### src/rtl/bmf_h_stream_decoder_if.sv
// Stream/config bus for bmf_h_stream_decoder: H-row programming port,
// latent-vector input handshake, reconstructed-output handshake and counters.
interface bmf_h_stream_decoder_if #(
  parameter int unsigned K     = 6,
  parameter int unsigned M     = 7,
  parameter int unsigned CNT_W = 16
);
  localparam int unsigned ROW_W = (M > 1) ? $clog2(M) : 1;

  logic             cfg_we;
  logic [ROW_W-1:0] cfg_row;
  logic [K-1:0]     cfg_data;
  logic             cfg_xor;

  logic             in_valid;
  logic             in_ready;
  logic [K-1:0]     in_k;
  logic [M-1:0]     in_exp;

  logic             out_valid;
  logic             out_ready;
  logic [M-1:0]     out_po;

  logic [CNT_W-1:0] beat_cnt;
  logic [CNT_W-1:0] err_cnt;

  // Source / sink side (latent-vector producer plus output consumer)
  modport master (
    output cfg_we, cfg_row, cfg_data, cfg_xor,
    output in_valid, in_k, in_exp, out_ready,
    input  in_ready, out_valid, out_po, beat_cnt, err_cnt
  );

  // Decoder side
  modport slave (
    input  cfg_we, cfg_row, cfg_data, cfg_xor,
    input  in_valid, in_k, in_exp, out_ready,
    output in_ready, out_valid, out_po, beat_cnt, err_cnt
  );
endinterface

### src/rtl/bmf_h_stream_decoder.sv
// Streaming BMF decompressor: K-bit latent beats -> M outputs through a
// programmable factor matrix H (per-row OR/XOR). Optional BMF_ERRCNT_EN adds err_cnt.
module bmf_h_stream_decoder #(
  parameter int unsigned K     = 6,
  parameter int unsigned M     = 7,
  parameter int unsigned CNT_W = 16
) (
  input logic                    clk,
  input logic                    rst,
  bmf_h_stream_decoder_if.slave  bus
);

  localparam int unsigned POP_W = $clog2(M + 1);
  localparam int unsigned SUM_W = CNT_W + 1;

  // Factor matrix: one K-bit mask plus one combine-mode bit per output row
  logic [K-1:0]     h_mask_q [M];
  logic [K-1:0]     h_mask_d [M];
  logic [M-1:0]     h_xor_q;
  logic [M-1:0]     h_xor_d;

  logic             s1_v_q;
  logic             s1_v_d;
  logic [K-1:0]     s1_k_q;
  logic [K-1:0]     s1_k_d;

  logic             out_valid_q;
  logic             out_valid_d;
  logic [M-1:0]     out_po_q;
  logic [M-1:0]     out_po_d;

  logic [CNT_W-1:0] beat_cnt_q;
  logic [CNT_W-1:0] beat_cnt_d;

  logic             s2_free_c;
  logic             s1_adv_c;
  logic             accept_c;
  logic             deliver_c;
  logic             cfg_hit_c;
  logic [M-1:0]     decode_c;

  // Handshake terms
  always_comb begin
    s2_free_c = !out_valid_q || bus.out_ready;
    s1_adv_c  = s1_v_q && s2_free_c;
    accept_c  = bus.in_valid && (!s1_v_q || s2_free_c);
    deliver_c = out_valid_q && bus.out_ready;
    cfg_hit_c = bus.cfg_we && (32'(bus.cfg_row) < M);
  end

  // Row decode reads the registered H, so a same-edge config write is not seen
  always_comb begin
    logic [K-1:0] masked;
    masked   = '0;
    decode_c = '0;
    for (int unsigned j = 0; j < M; j++) begin
      masked      = s1_k_q & h_mask_q[j];
      decode_c[j] = h_xor_q[j] ? (^masked) : (|masked);
    end
  end

  always_comb begin
    h_mask_d = h_mask_q;
    h_xor_d  = h_xor_q;
    if (cfg_hit_c) begin
      h_mask_d[bus.cfg_row] = bus.cfg_data;
      h_xor_d[bus.cfg_row]  = bus.cfg_xor;
    end
  end

  // Two-stage pipeline with saturating delivered-beat counter
  always_comb begin
    s1_v_d      = s1_v_q;
    s1_k_d      = s1_k_q;
    out_valid_d = out_valid_q;
    out_po_d    = out_po_q;
    beat_cnt_d  = beat_cnt_q;

    if (accept_c) begin
      s1_v_d = 1'b1;
      s1_k_d = bus.in_k;
    end else if (s1_adv_c) begin
      s1_v_d = 1'b0;
    end

    if (s1_adv_c) begin
      out_valid_d = 1'b1;
      out_po_d    = decode_c;
    end else if (bus.out_ready) begin
      out_valid_d = 1'b0;
    end

    if (deliver_c && (beat_cnt_q != {CNT_W{1'b1}})) begin
      beat_cnt_d = beat_cnt_q + CNT_W'(1);
    end
  end

  always_ff @(posedge clk) begin
    if (rst) begin
      for (int unsigned j = 0; j < M; j++) begin
        h_mask_q[j] <= K'(1) << (j % K);
      end
      h_xor_q     <= '0;
      s1_v_q      <= 1'b0;
      s1_k_q      <= '0;
      out_valid_q <= 1'b0;
      out_po_q    <= '0;
      beat_cnt_q  <= '0;
    end else begin
      h_mask_q    <= h_mask_d;
      h_xor_q     <= h_xor_d;
      s1_v_q      <= s1_v_d;
      s1_k_q      <= s1_k_d;
      out_valid_q <= out_valid_d;
      out_po_q    <= out_po_d;
      beat_cnt_q  <= beat_cnt_d;
    end
  end

  assign bus.in_ready  = !s1_v_q || s2_free_c;
  assign bus.out_valid = out_valid_q;
  assign bus.out_po    = out_po_q;
  assign bus.beat_cnt  = beat_cnt_q;

`ifdef BMF_ERRCNT_EN
  // Reference outputs travel with their beat; mismatching bits accumulate on delivery
  logic [M-1:0]     s1_exp_q;
  logic [M-1:0]     s1_exp_d;
  logic [M-1:0]     s2_exp_q;
  logic [M-1:0]     s2_exp_d;
  logic [CNT_W-1:0] err_cnt_q;
  logic [CNT_W-1:0] err_cnt_d;
  logic [POP_W-1:0] err_bits_c;
  logic [SUM_W-1:0] err_sum_c;

  always_comb begin
    s1_exp_d   = accept_c ? bus.in_exp : s1_exp_q;
    s2_exp_d   = s1_adv_c ? s1_exp_q : s2_exp_q;
    err_bits_c = '0;
    for (int unsigned j = 0; j < M; j++) begin
      err_bits_c = err_bits_c + POP_W'(out_po_q[j] ^ s2_exp_q[j]);
    end
    err_sum_c = SUM_W'(err_cnt_q) + SUM_W'(err_bits_c);
    err_cnt_d = err_cnt_q;
    if (deliver_c) begin
      err_cnt_d = err_sum_c[CNT_W] ? {CNT_W{1'b1}} : err_sum_c[CNT_W-1:0];
    end
  end

  always_ff @(posedge clk) begin
    if (rst) begin
      s1_exp_q  <= '0;
      s2_exp_q  <= '0;
      err_cnt_q <= '0;
    end else begin
      s1_exp_q  <= s1_exp_d;
      s2_exp_q  <= s2_exp_d;
      err_cnt_q <= err_cnt_d;
    end
  end

  assign bus.err_cnt = err_cnt_q;
`else
  logic unused_exp;
  logic unused_sum_w;
  assign unused_exp   = ^bus.in_exp;
  assign unused_sum_w = (SUM_W > POP_W);
  assign bus.err_cnt  = '0;
`endif

endmodule

### src/flat_wrapper.sv
// flat-port wrapper written by rule: the top's interface ports become plain ports
module bmf_h_stream_decoder_flat 
#(
  parameter int unsigned K     = 6,
  parameter int unsigned M     = 7,
  parameter int unsigned CNT_W = 16
)
  (clk, rst, bus_cfg_we, bus_cfg_row, bus_cfg_data, bus_cfg_xor, bus_in_valid, bus_in_k, bus_in_exp, bus_out_ready, bus_in_ready, bus_out_valid, bus_out_po, bus_beat_cnt, bus_err_cnt);
  bmf_h_stream_decoder_if #(.K(K), .M(M), .CNT_W(CNT_W)) bus_i ();
  input logic clk;
  input logic rst;
  input wire logic [$bits(bus_i.cfg_we)-1:0] bus_cfg_we;
  input wire logic [$bits(bus_i.cfg_row)-1:0] bus_cfg_row;
  input wire logic [$bits(bus_i.cfg_data)-1:0] bus_cfg_data;
  input wire logic [$bits(bus_i.cfg_xor)-1:0] bus_cfg_xor;
  input wire logic [$bits(bus_i.in_valid)-1:0] bus_in_valid;
  input wire logic [$bits(bus_i.in_k)-1:0] bus_in_k;
  input wire logic [$bits(bus_i.in_exp)-1:0] bus_in_exp;
  input wire logic [$bits(bus_i.out_ready)-1:0] bus_out_ready;
  output wire logic [$bits(bus_i.in_ready)-1:0] bus_in_ready;
  output wire logic [$bits(bus_i.out_valid)-1:0] bus_out_valid;
  output wire logic [$bits(bus_i.out_po)-1:0] bus_out_po;
  output wire logic [$bits(bus_i.beat_cnt)-1:0] bus_beat_cnt;
  output wire logic [$bits(bus_i.err_cnt)-1:0] bus_err_cnt;
  assign bus_i.cfg_we = bus_cfg_we;
  assign bus_i.cfg_row = bus_cfg_row;
  assign bus_i.cfg_data = bus_cfg_data;
  assign bus_i.cfg_xor = bus_cfg_xor;
  assign bus_i.in_valid = bus_in_valid;
  assign bus_i.in_k = bus_in_k;
  assign bus_i.in_exp = bus_in_exp;
  assign bus_i.out_ready = bus_out_ready;
  assign bus_in_ready = bus_i.in_ready;
  assign bus_out_valid = bus_i.out_valid;
  assign bus_out_po = bus_i.out_po;
  assign bus_beat_cnt = bus_i.beat_cnt;
  assign bus_err_cnt = bus_i.err_cnt;
  bmf_h_stream_decoder #(.K(K), .M(M), .CNT_W(CNT_W)) u_core (.clk(clk), .rst(rst), .bus(bus_i));
endmodule
### config.mk
export PLATFORM = sky130hd
export DESIGN_NAME = bmf_h_stream_decoder_flat
export DESIGN_NICKNAME = d
export VERILOG_FILES = /design/src/rtl/bmf_h_stream_decoder_if.sv /design/src/rtl/bmf_h_stream_decoder.sv /design/src/flat_wrapper.sv
export SDC_FILE = /design/constraint.sdc
export NUM_CORES = 1
export LEC_CHECK = 0
export CORE_MARGIN = 1.5
export CORE_UTILIZATION = 30
export DETAILED_ROUTE_END_ITERATION = 7
export SLEW_MARGIN = 20
export SYNTH_ARGS = -nofsm -noshare
export SYNTH_HDL_FRONTEND = slang
export SYNTH_SLANG_ARGS = --single-unit
### constraint.sdc
create_clock -name clk -period 2.9 [get_ports clk]
set_input_delay 0.87 -clock clk [delete_from_list [all_inputs] [get_ports clk]]
set_output_delay 0.87 -clock clk [all_outputs]
set_load 0.01 [all_outputs]
==> impl_results.html <==
<table>
<tr><th>Metric</th><th>Value</th></tr>
<tr><th colspan="2">Setup path</th></tr>
<tr><td>Required time of the critical path</td><td>2.03 ns</td></tr>
<tr><td>Critical path start-end classification</td><td>in -&gt; out</td></tr>
<tr><td>Worst Path Buf+Inv</td><td>2</td></tr>
<tr><td>Kind of launch point of the worst setup path</td><td>input pin</td></tr>
<tr><td>Largest delay contributor family on the critical path</td><td>buffers and inverters</td></tr>
<tr><td>Worst endpoint data arrival time</td><td>1.77 ns</td></tr>
<tr><td>Depth of the worst register-to-register path</td><td>5</td></tr>
<tr><td>Critical Path Sink Type</td><td>primary output</td></tr>
<tr><td>Crit path largest cell delay</td><td>0.41 ns</td></tr>
<tr><td>Slowest CP cell</td><td>clkdlybuf4s50_1</td></tr>
<tr><td>Biggest fanout along the worst timing path</td><td>2</td></tr>
<tr><td>Worst reg2reg endpoint</td><td>u_core.bus.beat_cnt[7]$_SDFFE_PP0P_</td></tr>
<tr><td>Worst r2r src</td><td>u_core.bus.beat_cnt[0]$_SDFFE_PP0P_</td></tr>
<tr><td>R2r setup slk</td><td>0.91 ns</td></tr>
<tr><td>Cell-by-cell listing of the critical path</td><td>clkdlybuf4s50_1, nand3b_1, dlygate4sd2_1</td></tr>
<tr><th colspan="2">Floorplan</th></tr>
<tr><td>Io pins</td><td>69</td></tr>
<tr><td>Floorplan row count</td><td>41</td></tr>
<tr><td>Effective utilization at floorplan</td><td>30.8%</td></tr>
<tr><td>Floorplan die width</td><td>117 microns</td></tr>
<tr><td>Placeable Area</td><td>12700 sq um</td></tr>
<tr><td>Area of the die</td><td>13700 sq um</td></tr>
<tr><td>Overall die height</td><td>117 microns</td></tr>
<tr><th colspan="2">Global routing</th></tr>
<tr><td>Remaining global-route overflow</td><td>0</td></tr>
<tr><td>Via count of the first global-routing pass</td><td>3250</td></tr>
<tr><td>Total routing usage reported by global routing</td><td>15.1%</td></tr>
<tr><td>First-pass GRT wire length</td><td>15800 microns</td></tr>
<tr><td>Number of antenna violations at the first check in global routing</td><td>0</td></tr>
<tr><td>Largest net degree at the start of global routing</td><td>58</td></tr>
<tr><th colspan="2">Layout</th></tr>
<tr><td>Leading cell type in the layout, fill and taps excluded</td><td>nand2_1</td></tr>
<tr><td>Number of fillers in the final layout</td><td>1348</td></tr>
<tr><td>Synth-to-Final Area Change</td><td>22.8%</td></tr>
<tr><td>Leading cell types in the layout, fill and taps excluded</td><td>nand2_1 (133), dfxtp_1 (80), a21oi_1 (58), clkdlybuf4s50_1 (43), nor2_1 (24)</td></tr>
<tr><td>Ant diodes</td><td>0</td></tr>
<tr><td>Nets@finish</td><td>572</td></tr>
<tr><td>Layout cell share with drive strength beyond 1</td><td>4.94%</td></tr>
<tr><td>Register Area</td><td>1600 sq um</td></tr>
<tr><td>Post-route insts no fill</td><td>698</td></tr>
<tr><td>Total area of multi-input combinational cells</td><td>2140 sq um</td></tr>
<tr><td>Summed area of non-filler cells in the final layout</td><td>4790 sq um</td></tr>
<tr><th colspan="2">Placement</th></tr>
<tr><td>Placed insts</td><td>683</td></tr>
<tr><td>HPWL after detailed placement</td><td>6620 microns</td></tr>
<tr><td>Input/output buffers</td><td>45</td></tr>
<tr><td>Final GP Congestion</td><td>0.841</td></tr>
<tr><td>Worst slack after detailed placement</td><td>0.00881 ns</td></tr>
<tr><td>Placement-stage cell area</td><td>4460 sq um</td></tr>
<tr><th colspan="2">Synthesis</th></tr>
<tr><td>Proportion of register bits with asynchronous set or reset after synthesis</td><td>0%</td></tr>
<tr><td>Count of yosys warnings during synthesis</td><td>0</td></tr>
<tr><td>Post-synthesis instance area</td><td>3900 sq um</td></tr>
<tr><td>Number of enable-type register cells in the synthesized netlist</td><td>0</td></tr>
<tr><td>Post-synth cell types</td><td>37</td></tr>
<tr><td>Sequential-to-total area share from yosys stat</td><td>41.0%</td></tr>
<tr><td>Number of cells produced by synthesis</td><td>481</td></tr>
<tr><td>Flip-flop and latch count after synthesis</td><td>80</td></tr>
<tr><td>Commonest register cell after synthesis</td><td>dfxtp_1</td></tr>
<tr><td>Synth Area per Inst</td><td>8.11 sq um</td></tr>
<tr><th colspan="2">Power and ir drop</th></tr>
<tr><td>Total power density per cell area</td><td>552 nW/um^2</td></tr>
<tr><td>Max IR drop VDD</td><td>315 uV</td></tr>
<tr><td>Total power after layout</td><td>2.64 mW</td></tr>
<tr><td>Leak</td><td>1.83 nW</td></tr>
<tr><th colspan="2">STA</th></tr>
<tr><td>Setup Skew</td><td>0.00640 ns</td></tr>
<tr><td>RSZ-0062 raised after global routing</td><td>no</td></tr>
<tr><td>Headroom to the max-slew limit</td><td>37.9%</td></tr>
<tr><td>Max Fclk</td><td>0.379 GHz</td></tr>
<tr><td>Final period util</td><td>90.9%</td></tr>
<tr><td>Final-layout setup total negative slack</td><td>0 ns</td></tr>
<tr><td>Count of endpoints failing setup in the final report</td><td>0</td></tr>
<tr><td>Worst Max-Slew Pin Slew</td><td>0.931 ns</td></tr>
<tr><td>Slew Limit Fails</td><td>0</td></tr>
<tr><td>PnR worst setup slack</td><td>0.264 ns</td></tr>
<tr><td>Final Hold Violating Endpoints</td><td>0</td></tr>
<tr><td>Minimum clock period</td><td>2.64 ns</td></tr>
<tr><th colspan="2">Clock network</th></tr>
<tr><td>H-tree level count</td><td>3</td></tr>
<tr><td>Number of buffers inserted by hold repair at cts</td><td>0</td></tr>
<tr><td>Clock latency at the later pin of the worst-skew pair</td><td>0.34 ns</td></tr>
<tr><td>Sinks on the clock net</td><td>80</td></tr>
<tr><td>Number of buffers created by CTS</td><td>9</td></tr>
<tr><td>Clock Root Buffer</td><td>clkbuf_16</td></tr>
<tr><td>Clock transition at the registers of the reported paths</td><td>0.06 ns</td></tr>
<tr><td>Longest Clk Path Bufs</td><td>2</td></tr>
<tr><td>Clock tree from TritonCTS</td><td>yes</td></tr>
<tr><th colspan="2">Detailed routing</th></tr>
<tr><td>Length of the first detailed-routing pass in iterations</td><td>4</td></tr>
<tr><td>Via total after detailed routing</td><td>3401</td></tr>
<tr><td>Number of DRC markers after the initial detailed-route iteration</td><td>173</td></tr>
<tr><td>Post-detailed-route DRC marker count</td><td>0</td></tr>
<tr><td>Count of antenna-violating nets left after detailed routing</td><td>0</td></tr>
<tr><td>Average vias per placed instance</td><td>4.87</td></tr>
<tr><td>Total wire length after detailed routing</td><td>9710 microns</td></tr>
<tr><td>Wire length per cell</td><td>13.9 microns</td></tr>
<tr><th colspan="2">Hold path</th></tr>
<tr><td>Classification of the worst-slack hold path</td><td>reg -&gt; reg</td></tr>
<tr><td>Hold depth</td><td>2</td></tr>
<tr><td>Hold path startpoint</td><td>u_core.h_mask_q[10]$_SDFFE_PP0P_</td></tr>
<tr><td>WHS Endpoint</td><td>u_core.h_mask_q[10]$_SDFFE_PP0P_</td></tr>
<tr><th colspan="2">Status</th></tr>
<tr><td>Run status</td><td>finished, final reports clean</td></tr>
<tr><th colspan="2">Run</th></tr>
<tr><td>Number of max-cap violations</td><td>0</td></tr>
</table>
[repair_timing]
action / CTS / global route
resized for setup: 1 / 0
buffers inserted: 0 / 0
setup endpoints to repair: 1 / 0
[registers in the layout, summed over array words and instances (netlist names)]
signal                count
u_core.h_xor_q            7
u_core.h_mask_q          42
u_core.bus.beat_cnt      16
u_core.bus.out_po         7
u_core.bus.out_valid      1
u_core.s1_k_q             6
u_core.s1_v_q             1
[worst register-to-register path: stages (launching register included)]
cell     delay, ns
dfxtp_1       0.37
ha_1          0.24
nand4_1       0.23
nor4_4        0.63
nor4_1        0.12
mux2_2        0.29
[cell families after synthesis]
kind of cell / Yosys count / synth area share, %
AND/OR/NAND/NOR: 226 / 26.9
AO/OA/AOI/OAI: 81 / 11.8
flip-flops: 80 / 41.0
buffers and inverters: 40 / 5.67
adder cells (fa/ha/maj): 22 / 7.05
XOR/XNOR: 16 / 3.59
multiplexers: 15 / 3.88
other: 1 / 0.0961
[layer usage]
layer | part of all wire, % | global-route usage, % | up-vias
met5 | 0 | 0 | -
met4 | 2.5 | 7.07 | 0
met3 | 7.1 | 3.86 | 19
met2 | 44 | 23.9 | 108
met1 | 46 | 19.4 | 1576
li1 | - | - | 1698
[Yosys cell counts (2+ instances only)]
master     instances  area share [%]
a2111oi_0          2            0.45
a21oi_1           58             7.4
a22o_1             7             1.6
and2_1             3            0.48
and3_1             2            0.32
and4_1             2            0.45
buf_4             17             3.3
clkbuf_1          18             1.7
dfxtp_1           80              41
ha_1              22             7.1
inv_1              4            0.38
mux2i_1           14             3.6
nand2_1          133              13
nand2b_1           3            0.48
nand3_1           21             2.7
nand3b_1           7             1.3
nand4_1            6            0.96
nor2_1            24             2.3
nor2b_1            6            0.96
nor3_1             2            0.26
nor4_1             2            0.32
o21ai_0            6            0.77
o31ai_1            6             1.2
or3_1              5            0.80
or4_1              5            0.96
xnor2_1            9             2.0
xor2_1             7             1.6
[how the worst max path moves through the flow]
stage | start | end | slack [ns] | depth (start not counted)
5_1_grt | bus_out_ready | bus_in_ready | 0.22 | 3
2_1_floorplan | bus_out_ready | bus_in_ready | 0.85 | 1
3_3_place_gp | bus_out_ready | bus_in_ready | 0.009 | 3
6_report | bus_out_ready | bus_in_ready | 0.26 | 3
4_1_cts | bus_out_ready | bus_in_ready | 0.25 | 3
3_5_place_dp | bus_out_ready | bus_in_ready | 0.009 | 3
[power breakdown]
group          switching, mW  internal [mW]  total (mW)
logic                  0.111         0.0796       0.191
registers             0.0301           1.12        1.15
clock network          0.438          0.861        1.30
[cell type report]
class                           instances  area share (%)
Clock buffer                           12            5.14
Clock inverter                          3            1.88
Inverter                                4           0.313
Multi-Input combinational cell        376            44.6
Sequential cell                        80            33.4
Tap cell                              172            4.49
Timing Repair Buffer                   51            10.2
[metrics by stage]
stage,hold slack [ns],utilization [%]
after floorplan,0.437,-
after global placement,0.443,35.2
after detailed placement,0.447,35.2
after CTS,0.457,37.8
after global routing,0.473,37.8
final,0.455,37.8
(Power assumes the default switching activity.)
